$ cat config.mk
export PLATFORM = sky130hd
export DESIGN_NAME = fetch_unit_flat
export DESIGN_NICKNAME = d
export VERILOG_FILES = /design/src/rtl/fetch_unit_if.sv /design/src/rtl/fetch_unit.sv /design/src/flat_wrapper.sv
export SDC_FILE = /design/constraint.sdc
export NUM_CORES = 1
export LEC_CHECK = 0
export CORE_MARGIN = 2
export CORE_UTILIZATION = 50
export CTS_CLUSTER_DIAMETER = 30
export DETAILED_ROUTE_END_ITERATION = 6
export PLACE_DENSITY = 0.91
export SYNTH_ARGS = -nofsm -noshare
export SYNTH_HDL_FRONTEND = slang
export SYNTH_SLANG_ARGS = --single-unit
$ cat constraint.sdc
create_clock -name clk -period 3.5 [get_ports clk]
set_input_delay 1.05 -clock clk [delete_from_list [all_inputs] [get_ports clk]]
set_output_delay 1.05 -clock clk [all_outputs]
set_load 0.05 [all_outputs]
$ cat src/rtl/fetch_unit_if.sv
// Fetch unit bus bundle: instruction-memory request/response channel plus the decoder-facing beat.
interface fetch_unit_if;
    logic        imem_req_valid;
    logic        imem_req_ready;
    logic [31:0] imem_addr;
    logic        imem_rsp_valid;
    logic [31:0] imem_rsp_data;
    logic        redirect;
    logic [31:0] redirect_pc;
    logic        out_valid;
    logic        out_ready;
    logic [31:0] out_insn;
    logic [31:0] out_pc;
    logic        out_fault;

    modport master (
        output imem_req_valid, imem_addr, out_valid, out_insn, out_pc, out_fault,
        input  imem_req_ready, imem_rsp_valid, imem_rsp_data, redirect, redirect_pc, out_ready
    );

    modport slave (
        input  imem_req_valid, imem_addr, out_valid, out_insn, out_pc, out_fault,
        output imem_req_ready, imem_rsp_valid, imem_rsp_data, redirect, redirect_pc, out_ready
    );
endinterface

$ cat src/rtl/fetch_unit.sv
// Instruction fetch stage: sequential word requests, in-order response FIFO, redirect flush.
// Define FETCH_MISALIGN_EN to turn misaligned redirect targets into a sticky fault beat.
module fetch_unit #(
    parameter logic [31:0] RESET_PC = 32'h0000_0000,
    parameter int unsigned DEPTH    = 2
) (
    input logic          clk,
    input logic          rst,
    fetch_unit_if.master bus
);
    localparam int AW = $clog2(DEPTH);
    localparam int CW = AW + 1;
    // Stale responses from several redirects can overlap new requests, so the drop counter gets headroom.
    localparam int DW = AW + 4;
    localparam logic [CW:0] CREDIT = (CW+1)'(DEPTH);

    typedef enum logic {ST_RUN, ST_FAULT} state_t;

    state_t        state_q, state_d;
    logic          started;
    logic [31:0]   pc, head_pc;
    logic [CW-1:0] inflight, fifo_count;
    logic [DW-1:0] drop_cnt;
    logic [AW-1:0] rd_ptr, wr_ptr;
    logic [31:0]   fifo_mem [DEPTH];

    logic [31:0]   target_pc;
    logic          target_bad;
    logic          in_fault, fifo_empty, req_ok, out_ok, issue, push, pop;
    logic [CW:0]   used;

`ifdef FETCH_MISALIGN_EN
    assign target_pc  = bus.redirect_pc;
    assign target_bad = (bus.redirect_pc[1:0] != 2'b00);
`else
    assign target_pc  = bus.redirect_pc & 32'hFFFF_FFFC;
    assign target_bad = 1'b0;
`endif

    always_comb begin
        in_fault   = (state_q == ST_FAULT);
        fifo_empty = (fifo_count == '0);
        used       = {1'b0, inflight} + {1'b0, fifo_count};
        req_ok     = started && !rst && !bus.redirect && !in_fault && (used < CREDIT);
        out_ok     = !rst && !bus.redirect && (in_fault || !fifo_empty);
        issue      = req_ok && bus.imem_req_ready;
        push       = bus.imem_rsp_valid && (drop_cnt == '0) && !bus.redirect && !in_fault;
        pop        = out_ok && bus.out_ready && !in_fault;
    end

    always_ff @(posedge clk) begin
        if (rst) begin
            state_q <= ST_RUN;
        end else begin
            state_q <= state_d;
        end
    end

    always_comb begin
        state_d = state_q;
        if (bus.redirect) begin
            state_d = target_bad ? ST_FAULT : ST_RUN;
        end
    end

    always_comb begin
        bus.imem_req_valid = req_ok;
        bus.imem_addr      = pc;
        bus.out_valid      = out_ok;
        bus.out_fault      = out_ok && in_fault;
        bus.out_insn       = '0;
        bus.out_pc         = '0;
        if (in_fault) begin
            bus.out_pc = head_pc;
        end else if (!fifo_empty) begin
            bus.out_insn = fifo_mem[rd_ptr];
            bus.out_pc   = head_pc;
        end
    end

    // On redirect the live in-flight count is handed to drop_cnt; a response landing in that same cycle is one of them.
    always_ff @(posedge clk) begin
        if (rst) begin
            started    <= 1'b0;
            pc         <= RESET_PC;
            head_pc    <= RESET_PC;
            inflight   <= '0;
            drop_cnt   <= '0;
            fifo_count <= '0;
            rd_ptr     <= '0;
            wr_ptr     <= '0;
        end else begin
            started <= 1'b1;
            if (bus.redirect) begin
                pc         <= target_pc;
                head_pc    <= target_pc;
                fifo_count <= '0;
                rd_ptr     <= '0;
                wr_ptr     <= '0;
                inflight   <= '0;
                drop_cnt   <= drop_cnt + DW'(inflight) - DW'(bus.imem_rsp_valid);
            end else begin
                if (issue) begin
                    pc <= pc + 32'd4;
                end
                if (pop) begin
                    head_pc <= head_pc + 32'd4;
                    rd_ptr  <= rd_ptr + AW'(1);
                end
                if (push) begin
                    wr_ptr <= wr_ptr + AW'(1);
                end
                if (bus.imem_rsp_valid && (drop_cnt != '0)) begin
                    drop_cnt <= drop_cnt - DW'(1);
                end
                fifo_count <= fifo_count + CW'(push) - CW'(pop);
                inflight   <= inflight + CW'(issue) - CW'(push);
            end
        end
    end

    always_ff @(posedge clk) begin
        if (push) begin
            fifo_mem[wr_ptr] <= bus.imem_rsp_data;
        end
    end
endmodule

$ cat src/flat_wrapper.sv
// flat-port wrapper written by rule: the top's interface ports become plain ports
module fetch_unit_flat 
#(
    parameter logic [31:0] RESET_PC = 32'h0000_0000,
    parameter int unsigned DEPTH    = 2
)
  (clk, rst, bus_imem_req_valid, bus_imem_addr, bus_out_valid, bus_out_insn, bus_out_pc, bus_out_fault, bus_imem_req_ready, bus_imem_rsp_valid, bus_imem_rsp_data, bus_redirect, bus_redirect_pc, bus_out_ready);
  fetch_unit_if bus_i ();
  input logic clk;
  input logic rst;
  output wire logic [$bits(bus_i.imem_req_valid)-1:0] bus_imem_req_valid;
  output wire logic [$bits(bus_i.imem_addr)-1:0] bus_imem_addr;
  output wire logic [$bits(bus_i.out_valid)-1:0] bus_out_valid;
  output wire logic [$bits(bus_i.out_insn)-1:0] bus_out_insn;
  output wire logic [$bits(bus_i.out_pc)-1:0] bus_out_pc;
  output wire logic [$bits(bus_i.out_fault)-1:0] bus_out_fault;
  input wire logic [$bits(bus_i.imem_req_ready)-1:0] bus_imem_req_ready;
  input wire logic [$bits(bus_i.imem_rsp_valid)-1:0] bus_imem_rsp_valid;
  input wire logic [$bits(bus_i.imem_rsp_data)-1:0] bus_imem_rsp_data;
  input wire logic [$bits(bus_i.redirect)-1:0] bus_redirect;
  input wire logic [$bits(bus_i.redirect_pc)-1:0] bus_redirect_pc;
  input wire logic [$bits(bus_i.out_ready)-1:0] bus_out_ready;
  assign bus_imem_req_valid = bus_i.imem_req_valid;
  assign bus_imem_addr = bus_i.imem_addr;
  assign bus_out_valid = bus_i.out_valid;
  assign bus_out_insn = bus_i.out_insn;
  assign bus_out_pc = bus_i.out_pc;
  assign bus_out_fault = bus_i.out_fault;
  assign bus_i.imem_req_ready = bus_imem_req_ready;
  assign bus_i.imem_rsp_valid = bus_imem_rsp_valid;
  assign bus_i.imem_rsp_data = bus_imem_rsp_data;
  assign bus_i.redirect = bus_redirect;
  assign bus_i.redirect_pc = bus_redirect_pc;
  assign bus_i.out_ready = bus_out_ready;
  fetch_unit #(.RESET_PC(RESET_PC), .DEPTH(DEPTH)) u_core (.clk(clk), .rst(rst), .bus(bus_i));
endmodule
==> flow_metrics.tcl <==
set metrics [dict create \
    hold_viol 0 \
    drc 0 \
    worst_slack_ns 0.131 \
    maxCapViolCount 0 \
    powerDensity_nw_per_um2 509 \
    grt_pass1_vias 5331 \
    max_freq_ghz 0.297 \
    overflow 0 \
    syn_inst 640 \
    cp-start-kind "input port" \
    endpoint_kind "output pin" \
    grt_max_degree 50 \
    cts_tree "built" \
    finalCriticalPeriod_ns 3.37 \
    p_leak_uw 0.00318 \
    synth_edf_count 64 \
    ys_seq_elements 137 \
    tns_ns 0 \
    crit_chain "clkdlybuf4s50_1 > or2_1 > nor4b_2 > buf_12" \
    power.total_uw 4720 \
    synth_flop_cell "dfxtp_1" \
    syn_area_per_cell_um2 10.5 \
    clock_sinks 137 \
    place_ws_ns 0.123 \
    cp_max_fo 3 \
    die_w_um 120 \
    ios 169 \
    cp.arrival_ns 2.32 \
    status "complete, no violations" \
    portBuffers 161 \
    required_ns 2.45 \
    setup_viol 0 \
    vias_per_cell 5.53 \
    dr.pass1.iters 5 \
    cts_root_buffer "clkbuf_16" \
    post_cts_buffers 0 \
    die_h_um 120 \
    syn_to_final_growth_pct 37.6 \
    cts-htree-levels 4 \
    async_flop_share_pct 0 \
    wl_per_cell_um 17.1 \
    yosysWarningCount 0 \
    dr_total_vias 5466 \
    ant_nets 0 \
    syn-cell-area_um2 6730 \
    numCtsBuffers 17 \
    ir_drop_v 0.000332 \
    rows 42 \
    drt_wl_total_um 16900 \
    clock_path_buffers 2 \
    slowest_delay_ns 0.42 \
    dp_hpwl_um 11800 \
    cpLargestDelayFamily "simple AND/OR/NAND/NOR gates" \
    ctsResizeCount 0 \
    coreArea_um2 13200 \
    synth.yosys.seq_area_share_pct 50.2 \
    drive_gt1_share_pct 7.50 \
    post-route-util_pct 70.3 \
    critPathBufInv 2 \
    grt_antenna_before_repair 0 \
    hold_class "flip-flop to flip-flop" \
    cts-hold-fix-buffers 0 \
    initial_core_util_pct 51.1 \
    maxSlewHeadroom_pct 45.8 \
    grt_pass1_wl_um 26900 \
    finalMaxSlewViolations 0 \
    rsz0062_at_grt "no" \
    cpMaxStageDelayCell "clkdlybuf4s50_1" \
    synth_cell_types 53 \
    clk_latency_ns 0.43 \
    drtIter0Drc 457 \
    die_area_um2 14400 \
    min_period_over_period_pct 96.2 \
    tightest_slew_ns 0.808 \
    path_clk_slew_ns 0.06 \
    critPathKind "input port to output pin" \
    skew_ns 0.0131 \
    grt_usage_pct 24.2 \
    place.gp.congestion 0.860 \
    antennaDiodeCount 0 \
    nets 885 \
]
power breakdown:
| group | internal, uW | switching, uW |
|---|---|---|
| logic | 358 | 490 |
| registers | 1800 | 90.5 |
| clock network | 1320 | 660 |
cell families after synthesis:
logic type / after synthesis / synth area share [%]
simple gates: 221 / 18.5
mux: 34 / 5.07
compound gates: 107 / 10.7
other cells: 1 / 0.0557
flops: 137 / 50.2
xor+xnor: 66 / 8.58
fa+ha+maj: 15 / 3.01
buf+inv: 59 / 3.77
layout by cell type, fill, tap and decap left out, types with 5 or more instances in the layout:
master,count
a21boi_1,36
a21oi_1,22
and2_1,9
and3_1,14
and4_1,10
buf_12,7
buf_4,8
bufinv_16,6
clkbuf_16,17
clkdlybuf4s50_1,159
conb_1,5
dfxtp_1,72
edfxtp_1,64
ha_1,13
inv_1,20
mux2i_1,33
nand2_1,28
nand3_1,22
nand4_1,22
nor2_1,54
nor2b_1,27
nor3_1,7
nor4_1,5
nor4_2,6
o21a_1,24
o21ai_0,5
o21ai_1,6
xnor2_1,36
xor2_1,30
cell usage after synthesis, types with 7 or more instances:
library cell	count	area, um2
dfxtp_1	73	1460
edfxtp_1	64	1920
nor2_1	56	210
a21boi_1	36	270
xnor2_1	36	315
mux2i_1	33	330
xor2_1	30	263
nand2_1	28	105
nor2b_1	27	169
o21a_1	24	180
clkbuf_1	23	86.3
a21oi_1	22	110
nand3_1	22	110
nand4_1	22	138
inv_1	20	75.1
and3_1	14	87.6
ha_1	13	163
and4_1	10	87.6
and2_1	9	56.3
nor3_1	7	35.0
layer usage:
| layer | GRT usage (%) | up-vias | wire (um) |
|---|---|---|---|
| li1 | - | 2590 | - |
| met1 | 29.5 | 2629 | 6930 |
| met2 | 40.6 | 208 | 8580 |
| met3 | 5.42 | 39 | 978 |
| met4 | 11.6 | 0 | 459 |
| met5 | 0 | - | 0 |
flip-flops by register name, indices dropped and copies added, names as in the netlist, 2 cells and up, named ones only:
signal / cells
u_core.head_pc: 30
u_core.inflight: 2
u_core.drop_cnt: 5
u_core.bus.imem_addr: 30
u_core.fifo_count: 2
u_core.fifo_mem: 64
stage by stage:
| step | instances | hold WS, ns | area (um2) |
|---|---|---|---|
| 4_1_cts | 989 | 0.525 | 9270 |
| 2_1_floorplan | 644 | 0.481 | 6760 |
| 3_5_place_dp | 957 | 0.511 | 8610 |
| 5_1_grt | 989 | 0.567 | 9270 |
| 6_report | 989 | 0.522 | 9270 |
| 3_3_place_gp | 957 | 0.499 | 8610 |
layout make-up:
cell class                 instances  area (um2)
fill                             949        3920
sequential                       137        3380
clock buffer                      17         425
multi-input combinational        448        3130
clock inverter                    15         230
timing repair buffer             174        1790
tap                              176         220
inverter                          22        82.6
worst reg2reg max path: cells and delay by family, from the launching register on:
kind            cells  cell delay, ns
buf+inv             2            0.38
fa+ha+maj           1            0.47
flops               1            0.42
xor+xnor            1            0.17
simple gates        4            0.94
compound gates      1            0.17
path summary, 6_finish.rpt:
check                             from  slack, ns                       end  cells past startpoint
setup reg to reg  u_core.fifo_count[0]       0.86  u_core.bus.imem_addr[28]                      9
setup / recovery          bus_redirect       0.13        bus_imem_req_valid                      4
hold / removal           u_core.rd_ptr       0.52                 flip-flop                      2
hold reg to reg          u_core.rd_ptr       0.52                 flip-flop                      2
Power figures use the tool's default switching activity.
